<file path="config.mk">
export PLATFORM = sky130hd
export DESIGN_NAME = parallel_mac_pe
export DESIGN_NICKNAME = d
export VERILOG_FILES = /design/src/rtl/parallel_mac_pe.sv
export SDC_FILE = /design/constraint.sdc
export NUM_CORES = 2
export LEC_CHECK = 0
export ABC_AREA = 1
export BUFFER_PORTS_ARGS = -buffer_cell sky130_fd_sc_hd__buf_4
export CAP_MARGIN = 20
export CORE_MARGIN = 5
export CORE_UTILIZATION = 28
export DETAILED_ROUTE_END_ITERATION = 6
export GPL_TIMING_DRIVEN = 1
export PLACE_DENSITY = 0.53
export SYNTH_ARGS = -nofsm -noshare
export SYNTH_HDL_FRONTEND = slang
export SYNTH_SLANG_ARGS = --single-unit
</file>
<file path="constraint.sdc">
create_clock -name clk -period 4.5 [get_ports clk]
set_input_delay 0.9 -clock clk [delete_from_list [all_inputs] [get_ports clk]]
set_output_delay 0.9 -clock clk [all_outputs]
set_load 0.01 [all_outputs]
</file>
<file path="src/rtl/parallel_mac_pe.sv">
// parallel_mac_pe: multi-lane signed MAC processing element.
// Each accepted beat multiplies LANES neuron/weight pairs, sums the masked
// products through an adder tree and accumulates across a block framed by
// ctl[0] (first) and ctl[1] (last). Two pipeline stages, one beat per cycle.
// Optional feature macro PE_SAT_EN: saturating accumulator with sticky ovf
// flag; without it the accumulator wraps modulo 2^ACC_W and ovf is 0.
module parallel_mac_pe #(
  parameter int DATA_W = 16,
  parameter int LANES  = 4,
  parameter int ACC_W  = 32
) (
  input  logic                    clk,
  input  logic                    rst_n,
  input  logic                    vld_i,
  input  logic [1:0]              ctl,
  input  logic [LANES-1:0]        lane_en,
  input  logic [LANES*DATA_W-1:0] neuron,
  input  logic [LANES*DATA_W-1:0] weight,
  output logic [ACC_W-1:0]        result,
  output logic                    vld_o,
  output logic                    busy,
  output logic                    ovf
);

  localparam int PROD_W = 2 * DATA_W;
  localparam int SUM_W  = PROD_W + $clog2(LANES);
  // One guard bit above the wider of the accumulator and the beat sum, so
  // acc + sum never loses its true sign before being fitted back to ACC_W.
  localparam int EXT_W  = ((ACC_W > SUM_W) ? ACC_W : SUM_W) + 1;
  localparam int NODES  = 2 * LANES - 1;

`ifdef PE_SAT_EN
  // True when v does not fit in a signed ACC_W value.
  function automatic logic clamps(input logic signed [EXT_W-1:0] v);
    return !((&v[EXT_W-1:ACC_W-1]) || !(|v[EXT_W-1:ACC_W-1]));
  endfunction

  // Saturate the widened sum to the signed ACC_W range.
  function automatic logic signed [ACC_W-1:0] fit_acc(input logic signed [EXT_W-1:0] v);
    if (clamps(v))
      return v[EXT_W-1] ? {1'b1, {(ACC_W-1){1'b0}}} : {1'b0, {(ACC_W-1){1'b1}}};
    else
      return v[ACC_W-1:0];
  endfunction
`else
  // Modulo 2^ACC_W wrap of the widened sum.
  function automatic logic signed [ACC_W-1:0] fit_acc(input logic signed [EXT_W-1:0] v);
    return ACC_W'(v);
  endfunction
`endif

  logic signed [PROD_W-1:0] prod_p0 [LANES];
  logic signed [PROD_W-1:0] prod_p1 [LANES];
  logic                     vld_p1, first_p1, last_p1;
  logic signed [SUM_W-1:0]  node [NODES];
  logic signed [SUM_W-1:0]  sum_p1;
  logic signed [EXT_W-1:0]  wide_p1;
  logic signed [ACC_W-1:0]  acc_nx_p1;
  logic signed [ACC_W-1:0]  acc_p2;

  // ---- stage 0: per-lane signed products, disabled lanes forced to zero
  // Multiply each lane and apply the lane mask.
  always_comb begin
    logic signed [DATA_W-1:0] n_s;
    logic signed [DATA_W-1:0] w_s;
    logic signed [PROD_W-1:0] p;
    n_s = '0;
    w_s = '0;
    p   = '0;
    for (int l = 0; l < LANES; l++) begin
      n_s = neuron[l*DATA_W +: DATA_W];
      w_s = weight[l*DATA_W +: DATA_W];
      p   = PROD_W'(n_s) * PROD_W'(w_s);
      prod_p0[l] = lane_en[l] ? p : '0;
    end
  end

  // ---- stage 1: register products, framing and valid; track open block
  // Control side of the first stage, including the block-open flag.
  always_ff @(posedge clk or negedge rst_n) begin
    if (!rst_n) begin
      vld_p1   <= 1'b0;
      first_p1 <= 1'b0;
      last_p1  <= 1'b0;
      busy     <= 1'b0;
    end else begin
      vld_p1 <= vld_i;
      if (vld_i) begin
        first_p1 <= ctl[0];
        last_p1  <= ctl[1];
        if (ctl[1])
          busy <= 1'b0;
        else if (ctl[0])
          busy <= 1'b1;
      end
    end
  end

  // Product registers only load on accepted beats; their valid guards use.
  always_ff @(posedge clk) begin
    if (vld_i)
      prod_p1 <= prod_p0;
  end

  // Heap-ordered adder tree: leaves at LANES-1.., root at node 0.
  always_comb begin
    for (int i = 0; i < NODES; i++)
      node[i] = '0;
    for (int l = 0; l < LANES; l++)
      node[LANES-1+l] = SUM_W'(prod_p1[l]);
    for (int i = LANES - 2; i >= 0; i--)
      node[i] = node[2*i+1] + node[2*i+2];
    sum_p1 = node[0];
  end

  // First beat reloads the accumulator, any other beat adds onto it.
  always_comb begin
    logic signed [EXT_W-1:0] base;
    base      = first_p1 ? '0 : EXT_W'(acc_p2);
    wide_p1   = base + EXT_W'(sum_p1);
    acc_nx_p1 = fit_acc(wide_p1);
  end

  // ---- stage 2: accumulate, publish block result with a one-cycle pulse
  // Accumulator, result hold register and output valid pulse.
  always_ff @(posedge clk or negedge rst_n) begin
    if (!rst_n) begin
      acc_p2 <= '0;
      result <= '0;
      vld_o  <= 1'b0;
    end else begin
      vld_o <= vld_p1 & last_p1;
      if (vld_p1) begin
        acc_p2 <= acc_nx_p1;
        if (last_p1)
          result <= acc_nx_p1;
      end
    end
  end

`ifdef PE_SAT_EN
  logic ovf_blk;
  logic ovf_nx_p1;

  // Sticky clamp flag for the open block, restarted by a first beat.
  always_comb ovf_nx_p1 = (first_p1 ? 1'b0 : ovf_blk) | clamps(wide_p1);

  // Block flag updates per beat; ovf output is published with the result.
  always_ff @(posedge clk or negedge rst_n) begin
    if (!rst_n) begin
      ovf_blk <= 1'b0;
      ovf     <= 1'b0;
    end else if (vld_p1) begin
      ovf_blk <= ovf_nx_p1;
      if (last_p1)
        ovf <= ovf_nx_p1;
    end
  end
`else
  assign ovf = 1'b0;
`endif

endmodule

</file>
Word level (Yosys, flattened, before mapping)
Cells that the tools add are included.
- register bits: 197
- word-level logic and storage cells: 26
- $add $sub $neg: 4
- reduce and logical (&&, ||, !) cells: 3
- bitwise logic cells: 1
- muxes and demuxes: 3
- multipliers: 4
- operator list (cell ; number):
    $add 32x32->32 ; 4
    $mul 16x16->32 ; 4
    $mux 32 ; 1
    $reduce_and 2->1 ; 2
    $mux 1 ; 2
    $reduce_bool 2->1 ; 1
    $and 1x1->1 ; 1

Longest topological paths before layout
- word-level depth: 3
- mapped depth: 29
- gate-level depth less buffers: 27

Least setup slack after synthesis
OpenSTA, ideal clock, no wires.
- path kind: input -> register
- start: in weight[37]
- end: reg prod_p1 (netlist bit node[59]), data pin
- path buffers: 2
- setup time: 0.250 ns
- data arrival time: 5.923 ns
- cell stages on the path: 22
- slack: -1.674 ns
- path through: clkbuf_1 > clkbuf_1 > nand2_1 > fa_1 > inv_1 > fa_1 > fa_1 > fa_1 > fa_1 > inv_1 > fa_1 > inv_1 > ha_1 > nand2_1 > nor2_1 > inv_1 > nor3_1 > o21ai_1 > nand3_1 > nand2_1 > inv_1 > nor2_1
- word-level cells in the longest chain between the ends: 1
- ends and longest elaborated chain (item ; line ; text):
    start, declared ; 18 ; input logic [LANES*DATA_W-1:0] weight,
    $mul 16x16->32 ; 73 ; p = PROD_W'(n_s) * PROD_W'(w_s);
    end signal, assigned ; 102 ; prod_p1 <= prod_p0;
    end, declared ; 53 ; logic signed [PROD_W-1:0] prod_p1 [LANES];
Every way passes these cells.
A chain may end at the register's enable or synchronous reset.

Worst setup path in the final report
- start: in neuron[47]
- end: reg prod_p1 (netlist bit node[57]), data pin
- word-level cells in the longest chain between the ends: 1
- ends and longest elaborated chain (item ; line ; text):
    start, declared ; 17 ; input logic [LANES*DATA_W-1:0] neuron,
    $mul 16x16->32 ; 73 ;
Every way passes these cells.

==> flow_metrics.env <==
export IMPL_cts_reportedPaths_clkPinSlew_ps=80
export IMPL_cts_sinks=197
export IMPL_syn_cell_area_um2=54200
export IMPL_syn_inst=7030
export IMPL_period_share=1.25
export IMPL_wl_mm=164
export IMPL_crit_type="in2reg"
export IMPL_grt_pass1_wl_mm=266
export IMPL_cp_end_kind="flip-flop"
export IMPL_regArea_um2=5570
export IMPL_fin_nets=9431
export IMPL_initial_core_util=0.282
export IMPL_ant_nets=0
export IMPL_drtIter0Drc=1982
export IMPL_ios=172
export IMPL_critPathArrivalTime_ps=5880
export IMPL_yosysWarnings=0
export IMPL_grt_pass1_vias=48916
export IMPL_status="complete, but fails checks"
export IMPL_grt_usage=0.164
export IMPL_drive_gt1_frac=0.298
export IMPL_pre_cts_ws_ps=-1880
export IMPL_final_cell_mix="1775 x inv_1, 1656 x nand2_1, 1050 x fa_1"
export IMPL_die_area_um2=203000
export IMPL_grt_max_degree=62
export IMPL_io_buffers=170
export IMPL_rr_startpoint="node[69]"
export IMPL_area_delta_synth_final_pct=34.4
export IMPL_grt_overflow=0
export IMPL_clk_path_buf_depth=2
export IMPL_multi_input_area_um2=46200
export IMPL_critical_path_required_ps=4780
export IMPL_fillers=19606
export IMPL_reg2reg_slack_ps=310
export IMPL_rsz0062_at_grt="yes"
export IMPL_finalSetupTns_ps=-79010
export IMPL_violations="negative setup slack"
export IMPL_cp_max_fo=8
export IMPL_place_hpwl_mm=141
export IMPL_cts_buffers=17
export IMPL_cts_tree="built"
export IMPL_max_slew_margin=0.443
export IMPL_hp_class="in2async"
export IMPL_place_gp_congestion=0.878
export IMPL_worstMarginPinSlew_ps=833
export IMPL_fin_skew_ps=17.7
export IMPL_startpoint_type="primary input"
export IMPL_avgSynthCellArea_um2=7.71
export IMPL_vias_per_cell=4.37
export IMPL_ctsHoldBuffers=0
export IMPL_core_area_um2=193000
export IMPL_clk_latency_ps=510
export IMPL_worst_r2r_endpoint="result[17]"
export IMPL_htree_num_levels=4
export IMPL_diodes=0
export IMPL_fp_row_count=161
export IMPL_yosysUniqueCellTypes=38
export IMPL_layout_commonest_cell="inv_1"
export IMPL_die_h_um=450
export IMPL_yosysSeqAreaShare=0.103
export IMPL_clock_tree_root_cell="clkbuf_16"
export IMPL_worst_slack_ps=-1110
export IMPL_fin_crit_ps=5610
export IMPL_r2r_worst_path_cells=18
export IMPL_synthesis_nets=8667
export IMPL_synth_seq_cells=197
export IMPL_drc=0
export IMPL_max_freq_mhz=178
export IMPL_finalMaxSlewViolations=0
export IMPL_hold_viol_final=0
export IMPL_cap_violations=0
export IMPL_dr_pass1_iters=7
export IMPL_wl_per_cell_um=15.9
export IMPL_vias=45159
export IMPL_antenna_found_initial=0
export IMPL_die_width_um=450
export IMPL_setup_viol=98
area by class of cell:
class,instances,area share
clock inverter,11,0.00225
multi-input combinational,4540,0.634
clock buffer,21,0.00632
timing repair buffer,1004,0.133
inverter,2033,0.105
timing repair inverter,1,0.000103
sequential,197,0.0764
tap,2526,0.0434
registers in the layout, summed over array words and instances (netlist names):
signal,count
last_p1,1
node,128
first_p1,1
busy,1
vld_o,1
vld_p1,1
acc_p2,32
result,32
what timing repair did:
action                     in CTS  in global routing
pin swaps                     459                405
setup endpoints to repair      99                101
setup buffers                 117                 50
cloned                          6                  1
gates resized for setup       896                546
per-stage QoR:
stage               utilization  hold WS (ps)  instance area (um2)  cells
finish                    0.378           446                72900  10333
global route              0.378           469                72900  10333
CTS                       0.367           428                70700  10285
detailed placement        0.341           464                65700  10143
global placement          0.341           462                65700  10142
floorplan                     -           442                58600   7030
worst max-delay path, stage by stage:
cell and delay [ps]:
buf_12 130, nand2_4 70, inv_1 50, fa_2 620, buf_12 130, fa_2 470
fa_1 500, fa_1 500, fa_1 490, inv_1 50, fa_1 490, inv_2 50
ha_4 270, nand2_2 100, nor2_4 130, inv_2 70, nor2_4 120, nand4_1 90
nand3b_1 240, nand2_1 130, nand2_2 100, nor2_4 50, buf_6 110
worst max path at each step:
stage	slack [ps]	end	cells past startpoint	startpoint
floorplan	-1200	node[65]	22	weight[37]
global placement	-1930	node[57]	22	neuron[47]
detailed placement	-1880	node[57]	23	weight[47]
CTS	-1020	node[29]	22	neuron[63]
global route	-1220	node[131]	20	weight[15]
finish	-1110	node[57]	23	neuron[47]
per-layer routing:
metal	wire, um	track usage
met1	70400	0.209
met2	85100	0.299
met3	4480	0.0149
met4	4270	0.0406
met5	0	0
cells in the mapped netlist (all sizes together):
library cell / instances / area, um2
ha: 360 / 4500
nand3: 194 / 981
o21bai: 30 / 225
nand4: 35 / 219
dfrtp: 69 / 1730
edfxtp: 128 / 3840
clkinv: 1 / 3.75
o21a: 25 / 188
clkbuf: 253 / 950
xor2: 10 / 87.6
o211ai: 1 / 7.51
xnor2: 19 / 166
nor3: 42 / 230
fa: 1140 / 22800
a21o: 3 / 22.5
a31oi: 2 / 12.5
o21ai: 87 / 435
nor2: 371 / 1410
conb: 1 / 3.75
inv: 2032 / 7630
and2: 16 / 100
a21oi: 173 / 877
nand2: 1997 / 7520
buf: 7 / 33.8
nand3b: 13 / 97.6
nor3b: 1 / 7.51
or2: 20 / 125
kinds of logic (layout without fill, tap and decap cells):
kind of cell,after synthesis,after routing,synth area share
simple gates,2689,2689,0.197
other cells,1,1,0.0000692
fa+ha+maj,1500,1500,0.504
compound gates,321,321,0.0326
buf+inv,2293,3070,0.159
xor+xnor,29,29,0.00468
flops,197,197,0.103
Power is not shown: default switching activity piles up to over one toggle a cycle in this logic, so the estimate is an artifact.
